--- src/rtl/mem_req_seq_if.sv ---
// mem_req_seq_if: command/response and main-memory signal bundle for mem_req_seq
interface mem_req_seq_if;
  logic cmd_valid, cmd_ready, cmd_wb, cmd_fill;
  logic [26:0] cmd_wb_addr, cmd_fill_addr;
  logic [255:0] cmd_wb_data;
  logic [31:0] cmd_wb_be;
  logic rsp_valid, rsp_err, busy;
  logic [255:0] rsp_data;
  logic [26:0] mm_a;
  logic [31:0] mm_be;
  logic [255:0] mm_wd, mm_rd;
  logic mm_write, mm_read, mm_valid, mm_ready;
  modport master (
    output cmd_valid, cmd_wb, cmd_fill, cmd_wb_addr, cmd_wb_data, cmd_wb_be, cmd_fill_addr, mm_rd, mm_valid, mm_ready,
    input cmd_ready, rsp_valid, rsp_err, rsp_data, busy, mm_a, mm_be, mm_wd, mm_write, mm_read
  );
  modport slave (
    input cmd_valid, cmd_wb, cmd_fill, cmd_wb_addr, cmd_wb_data, cmd_wb_be, cmd_fill_addr, mm_rd, mm_valid, mm_ready,
    output cmd_ready, rsp_valid, rsp_err, rsp_data, busy, mm_a, mm_be, mm_wd, mm_write, mm_read
  );
endinterface

--- src/rtl/mem_req_seq.sv ---
// mem_req_seq: single-outstanding writeback/fill sequencer to main memory with timeout
module mem_req_seq #(
  parameter int ENTRIES = 64000,
  parameter int TIMEOUT = 15
) (
  input logic clk,
  input logic rst,
  mem_req_seq_if.slave bus
);
  typedef enum logic [2:0] {IDLE, WB_REQ, WB_WAIT, RD_REQ, RD_WAIT, RESP} state_t;
  localparam logic [31:0] ENT = 32'(ENTRIES);
  localparam logic [7:0] TO = 8'(TIMEOUT);
  state_t state, state_nx;
  logic fill, err, err_nx, acc, wb_bad, fill_bad, tmo;
  logic [26:0] wb_addr, fill_addr;
  logic [255:0] wb_data, rsp_data;
  logic [31:0] wb_be;
  logic [7:0] cnt;
  assign acc = bus.cmd_valid && state == IDLE;
  assign wb_bad = 32'(wb_addr) >= ENT;
  assign fill_bad = 32'(fill_addr) >= ENT;
  assign tmo = cnt == TO;
  always_comb begin
    state_nx = state;
    err_nx = err;
    case (state)
      IDLE: if (acc) begin
        state_nx = bus.cmd_wb ? WB_REQ : bus.cmd_fill ? RD_REQ : RESP;
        err_nx = !(bus.cmd_wb || bus.cmd_fill);
      end
      WB_REQ: if (wb_bad) begin
        state_nx = RESP;
        err_nx = 1'b1;
      end else state_nx = WB_WAIT;
      WB_WAIT: if (bus.mm_ready) state_nx = fill ? RD_REQ : RESP;
      else if (tmo) begin
        state_nx = RESP;
        err_nx = 1'b1;
      end
      RD_REQ: if (fill_bad) begin
        state_nx = RESP;
        err_nx = 1'b1;
      end else state_nx = RD_WAIT;
      RD_WAIT: if (bus.mm_valid) state_nx = RESP;
      else if (tmo) begin
        state_nx = RESP;
        err_nx = 1'b1;
      end
      RESP: state_nx = IDLE;
      default: state_nx = IDLE;
    endcase
  end
  always_ff @(posedge clk) begin
    if (rst) begin
      state <= IDLE;
      err <= 1'b0;
      cnt <= '0;
      fill <= 1'b0;
      wb_addr <= '0;
      fill_addr <= '0;
      wb_data <= '0;
      wb_be <= '0;
      rsp_data <= '0;
    end else begin
      state <= state_nx;
      err <= err_nx;
      cnt <= (state == WB_WAIT || state == RD_WAIT) ? cnt + 8'd1 : '0;
      if (acc) begin
        fill <= bus.cmd_fill;
        wb_addr <= bus.cmd_wb_addr;
        fill_addr <= bus.cmd_fill_addr;
        wb_data <= bus.cmd_wb_data;
        wb_be <= bus.cmd_wb_be;
      end
      if (state == RD_WAIT && bus.mm_valid) rsp_data <= bus.mm_rd;
    end
  end
  assign bus.cmd_ready = state == IDLE && !rst;
  assign bus.busy = state != IDLE;
  assign bus.rsp_valid = state == RESP;
  assign bus.rsp_err = state == RESP && err;
  assign bus.rsp_data = rsp_data;
  assign bus.mm_write = state == WB_REQ && !wb_bad;
  assign bus.mm_read = state == RD_REQ && !fill_bad;
  assign bus.mm_a = (state == WB_REQ || state == WB_WAIT) ? wb_addr : fill_addr;
  assign bus.mm_be = wb_be;
  assign bus.mm_wd = wb_data;
endmodule

--- src/flat_wrapper.sv ---
// flat-port wrapper written by rule: the top's interface ports become plain ports
module mem_req_seq_flat 
#(
  parameter int ENTRIES = 64000,
  parameter int TIMEOUT = 15
)
  (clk, rst, bus_cmd_valid, bus_cmd_wb, bus_cmd_fill, bus_cmd_wb_addr, bus_cmd_wb_data, bus_cmd_wb_be, bus_cmd_fill_addr, bus_mm_rd, bus_mm_valid, bus_mm_ready, bus_cmd_ready, bus_rsp_valid, bus_rsp_err, bus_rsp_data, bus_busy, bus_mm_a, bus_mm_be, bus_mm_wd, bus_mm_write, bus_mm_read);
  mem_req_seq_if bus_i ();
  input logic clk;
  input logic rst;
  input wire logic [$bits(bus_i.cmd_valid)-1:0] bus_cmd_valid;
  input wire logic [$bits(bus_i.cmd_wb)-1:0] bus_cmd_wb;
  input wire logic [$bits(bus_i.cmd_fill)-1:0] bus_cmd_fill;
  input wire logic [$bits(bus_i.cmd_wb_addr)-1:0] bus_cmd_wb_addr;
  input wire logic [$bits(bus_i.cmd_wb_data)-1:0] bus_cmd_wb_data;
  input wire logic [$bits(bus_i.cmd_wb_be)-1:0] bus_cmd_wb_be;
  input wire logic [$bits(bus_i.cmd_fill_addr)-1:0] bus_cmd_fill_addr;
  input wire logic [$bits(bus_i.mm_rd)-1:0] bus_mm_rd;
  input wire logic [$bits(bus_i.mm_valid)-1:0] bus_mm_valid;
  input wire logic [$bits(bus_i.mm_ready)-1:0] bus_mm_ready;
  output wire logic [$bits(bus_i.cmd_ready)-1:0] bus_cmd_ready;
  output wire logic [$bits(bus_i.rsp_valid)-1:0] bus_rsp_valid;
  output wire logic [$bits(bus_i.rsp_err)-1:0] bus_rsp_err;
  output wire logic [$bits(bus_i.rsp_data)-1:0] bus_rsp_data;
  output wire logic [$bits(bus_i.busy)-1:0] bus_busy;
  output wire logic [$bits(bus_i.mm_a)-1:0] bus_mm_a;
  output wire logic [$bits(bus_i.mm_be)-1:0] bus_mm_be;
  output wire logic [$bits(bus_i.mm_wd)-1:0] bus_mm_wd;
  output wire logic [$bits(bus_i.mm_write)-1:0] bus_mm_write;
  output wire logic [$bits(bus_i.mm_read)-1:0] bus_mm_read;
  assign bus_i.cmd_valid = bus_cmd_valid;
  assign bus_i.cmd_wb = bus_cmd_wb;
  assign bus_i.cmd_fill = bus_cmd_fill;
  assign bus_i.cmd_wb_addr = bus_cmd_wb_addr;
  assign bus_i.cmd_wb_data = bus_cmd_wb_data;
  assign bus_i.cmd_wb_be = bus_cmd_wb_be;
  assign bus_i.cmd_fill_addr = bus_cmd_fill_addr;
  assign bus_i.mm_rd = bus_mm_rd;
  assign bus_i.mm_valid = bus_mm_valid;
  assign bus_i.mm_ready = bus_mm_ready;
  assign bus_cmd_ready = bus_i.cmd_ready;
  assign bus_rsp_valid = bus_i.rsp_valid;
  assign bus_rsp_err = bus_i.rsp_err;
  assign bus_rsp_data = bus_i.rsp_data;
  assign bus_busy = bus_i.busy;
  assign bus_mm_a = bus_i.mm_a;
  assign bus_mm_be = bus_i.mm_be;
  assign bus_mm_wd = bus_i.mm_wd;
  assign bus_mm_write = bus_i.mm_write;
  assign bus_mm_read = bus_i.mm_read;
  mem_req_seq #(.ENTRIES(ENTRIES), .TIMEOUT(TIMEOUT)) u_core (.clk(clk), .rst(rst), .bus(bus_i));
endmodule
--- config.mk ---
export PLATFORM = sky130hd
export DESIGN_NAME = mem_req_seq_flat
export DESIGN_NICKNAME = d
export VERILOG_FILES = /design/src/rtl/mem_req_seq_if.sv /design/src/rtl/mem_req_seq.sv /design/src/flat_wrapper.sv
export SDC_FILE = /design/constraint.sdc
export NUM_CORES = 1
export LEC_CHECK = 0
export ABC_AREA = 1
export CORE_AREA = 2 2 457 459
export CTS_BUF_LIST = sky130_fd_sc_hd__clkbuf_16
export CTS_CLUSTER_SIZE = 20
export DETAILED_ROUTE_END_ITERATION = 6
export DIE_AREA = 0 0 459 461
export GPL_TIMING_DRIVEN = 1
export MAX_ROUTING_LAYER = met4
export RECOVER_POWER = 25
export SETUP_SLACK_MARGIN = 0.5
export SLEW_MARGIN = 20
export SYNTH_ARGS = -nofsm -noshare
export SYNTH_HDL_FRONTEND = slang
export SYNTH_SLANG_ARGS = --single-unit
--- constraint.sdc ---
create_clock -name clk -period 4.77 [get_ports clk]
set_input_delay 0.954 -clock clk [delete_from_list [all_inputs] [get_ports clk]]
set_output_delay 0.954 -clock clk [all_outputs]
set_load 0.05 [all_outputs]
==> metrics.md <==
| Metric | Value |
|---|---|
| Result of the run | complete, but fails checks |
| Violated checks | max-capacitance violations, max-slew violations |
| Initial antenna violation count | 73 |
| Simple-gate share of the synthesized area | 0.245 |
| Total GRT Usage | 0.139 |
| Min-delay worst type | flop to flop |
| Post-route insts no fill | 6679 |
| Yosys top cell area share | 0.544 |
| Die area | 212000 sq um |
| Share of cells above drive strength 1 | 0.0375 |
| Setup CP Type | flop to flop |
| CTS root buf | clkbuf_16 |
| Final Cycle Share | 0.881 |
| Combinational power share | 0.429 |
| LEAKAGE | 13.0 nW |
| Clock Latency Late Sink | 0.69 ns |
| Synth cell types | 27 |
| Grt ovf | 0 |
| Max clock buf depth | 3 |
| Final Wtd Congestion | 0.930 |
| Largest net degree at the start of global routing | 213 |
| Sequential-to-total area share from yosys stat | 0.544 |
| Max_cap viols | 2 |
| Final hold vios | 0 |
| CP required | 5.35 ns |
| Syn Area/Cell | 7.88 sq um |
| Post-Synth Adder-Cell Area | 0.000556 |
| Vias in the first global route | 24471 |
| Final clock skew | 0.0270 ns |
| Buffers on Ports | 1181 |
| Largest cells by area after synthesis | dfxtp_1 (54%), a21oi_1 (13%), nand3_1 (13%) |
| Die Y | 461 microns |
| Sw power | 9.41 mW |
| Wire length of the first global-routing pass | 201000 microns |
| Clock transition at path regs | 0.06 ns |
| WHS | 0.448 ns |
| Vias | 25379 |
| RSZ-0062 raised after global routing | yes |
| H-tree Lvls | 3 |
| Util after Layout | 0.191 |
| Fin nets | 4492 |
| Largest fanout on the critical path | 109 |
| Multiplexer share of the synthesized area | 0 |
| CP Capture Type | flop |
| Net Sw Frac | 0.441 |
| Max Fclk | 238 MHz |
| Io pins | 1182 |
| Worst vdd rail ir drop | 0.398 mV |
| DRT Wirelength | 151000 microns |
| Clk network pwr share | 0.268 |
| PD cells | 541 nW/um^2 |
| 1st-pass router iterations | 5 |
| Worst slew pin tran | 2.64 ns |
| Synthesis warning total | 0 |
| Std cell rows | 167 |
| Power share of the sequential group | 0.303 |
| HPWL Detailed | 120000 microns |
| Synth area leader | dfxtp_1 |
| Wire per inst | 22.7 microns |
| Syn Nets | 3463 |
| Final Max Tran Viols | 171 |
| Largest family of logic cells by synthesized area | simple AND/OR/NAND/NOR gates |
| CTS buffer count | 78 |
| Die width | 459 microns |
| Setup TNS | 0 ns |
| Dpl cells | 6506 |
| Pint | 11.9 mW |
| Via density | 3.80 |
| Synthesized area | 22500 sq um |
| Starting Density | 0.109 |
| Number of synthesized register bits | 611 |
| CTS tree | built |
| Core Region | 206000 sq um |
| DRT antenna net count | 0 |
| Relative slew slack | -0.763 |
| Clock Sinks | 611 |
| Synth Instances | 2857 |
| Compound-cell area share of the yosys netlist | 0.149 |
| CP Launch Type | flop |
| Layout area overhead | 75.3% |
| Count of final setup violators | 0 |
| Critical path arrival | 4.79 ns |
| Synth Area in XOR/XNOR | 0.000389 |
| DRC violations left | 0 |
| Initial DRC count | 1730 |
| Min cycle time layout | 4.20 ns |
## per-stage QoR
stage	power, mW	worst slack, ns	instance area [sq um]
global route	22.4	0.271	39400
floorplan	12.0	1.67	22500
CTS	21.6	0.591	39400
detailed placement	15.7	1.23	37000
global placement	15.6	1.22	37000
finish	21.3	0.569	39400
## sequential cells by signal, indices dropped and copies added, names as in the netlist
name,cells
u_core.bus.mm_be,32
u_core.fill_addr,27
u_core.state,3
u_core.err,1
u_core.bus.mm_wd,256
u_core.cnt,8
u_core.fill,1
u_core.bus.rsp_data,256
u_core.wb_addr,27
## cells by family (layout without fill, tap and decap cells)
kind of cell,Yosys count,in the layout
AO/OA/AOI/OAI,669,670
other,0,32
buffers and inverters,315,1400
adder cells (fa/ha/maj),1,1
XOR/XNOR,1,1
flip-flops,611,611
AND/OR/NAND/NOR,1260,1260
## Yosys cell counts
| library cell | number |
|---|---|
| buf_6 | 1 |
| nor3_1 | 5 |
| o21ai_0 | 61 |
| buf_2 | 97 |
| buf_1 | 6 |
| nor2_8 | 1 |
| clkbuf_2 | 2 |
| a21oi_1 | 605 |
| ha_1 | 1 |
| nor2_1 | 35 |
| a31oi_1 | 1 |
| xnor2_1 | 1 |
| dfxtp_1 | 611 |
| nand2_2 | 1 |
| nand2_1 | 628 |
| clkbuf_1 | 144 |
| o22ai_1 | 1 |
| buf_4 | 17 |
| o21ai_2 | 1 |
| nand3_1 | 580 |
| nand2_4 | 1 |
| nand4_1 | 3 |
| inv_2 | 2 |
| nor3b_1 | 2 |
| nor2_4 | 1 |
| nor4_1 | 3 |
| inv_1 | 46 |
## layer usage
metal / part of all wire / track usage / up-vias
met5: 0 / - / -
met4: 0.039 / 0.0580 / 0
met3: 0.10 / 0.0579 / 244
met2: 0.44 / 0.205 / 1314
met1: 0.42 / 0.166 / 12057
li1: - / - / 11764
## final cells by class
class	instances	area, sq um
fillers	22968	167000
repair buffers	1215	12300
flip-flops and latches	611	12200
multi-input cells	1932	8900
well taps	2704	3380
clock buffers	79	1980
clock inverters	58	420
inverters	48	180
diodes	32	80.1
## layout by cell type, fill, tap and decap left out, types with 5 or more instances in the layout
master              n
buf_12             15
clkdlybuf4s50_1  1177
diode_2            32
nand3_1           580
inv_6               7
clkinv_2           10
nor3_1              5
nand2_1           629
inv_1              61
clkbuf_16          79
clkinv_1           15
a21oi_1           605
dfxtp_1           611
o21ai_0            61
buf_4              16
nor2_1             36
## critical path, stage by stage (launching register included)
cell      delay [ns]
dfxtp_1         0.61
inv_1           0.17
nand2_1         0.27
nor2_8          0.05
buf_4           0.25
nand2_2         1.73
clkbuf_1        0.64
nand2_1         0.12
a21oi_1         0.17
## timing repair
item	4_1_cts	5_1_grt
pin swaps	1	0
hold buffers	0	0
gates resized for setup	0	2
endpoints found under the setup margin	16	2
endpoints found under the hold margin	0	0
setup buffers	3	0
gates cloned	1	0
## path summary, 6_finish.rpt
path | slack [ns] | end | from | cells after the start
worst max register to register | 0.57 | u_core.bus.mm_wd[60]$_SDFFE_PP0P_ | u_core.state[1]$_SDFFE_PP0P_ | 8
worst max-delay path | 0.57 | u_core.bus.mm_wd[60]$_SDFFE_PP0P_ | u_core.state[1]$_SDFFE_PP0P_ | 8
worst min register to register | 0.45 | u_core.cnt[0]$_SDFF_PP0_ | u_core.cnt[0]$_SDFF_PP0_ | 1
worst min-delay path | 0.45 | u_core.cnt[0]$_SDFF_PP0_ | u_core.cnt[0]$_SDFF_PP0_ | 1
## power by group through the flow
stage,registers (mW),clock network [mW],logic [mW]
after floorplan,8.83,0,3.19
after global placement,6.51,0,9.14
after detailed placement,6.53,0,9.14
after CTS,6.44,5.96,9.24
after global routing,6.54,6.12,9.69
final,6.46,5.72,9.15
No activity file was read; power rests on OpenSTA's default activity.
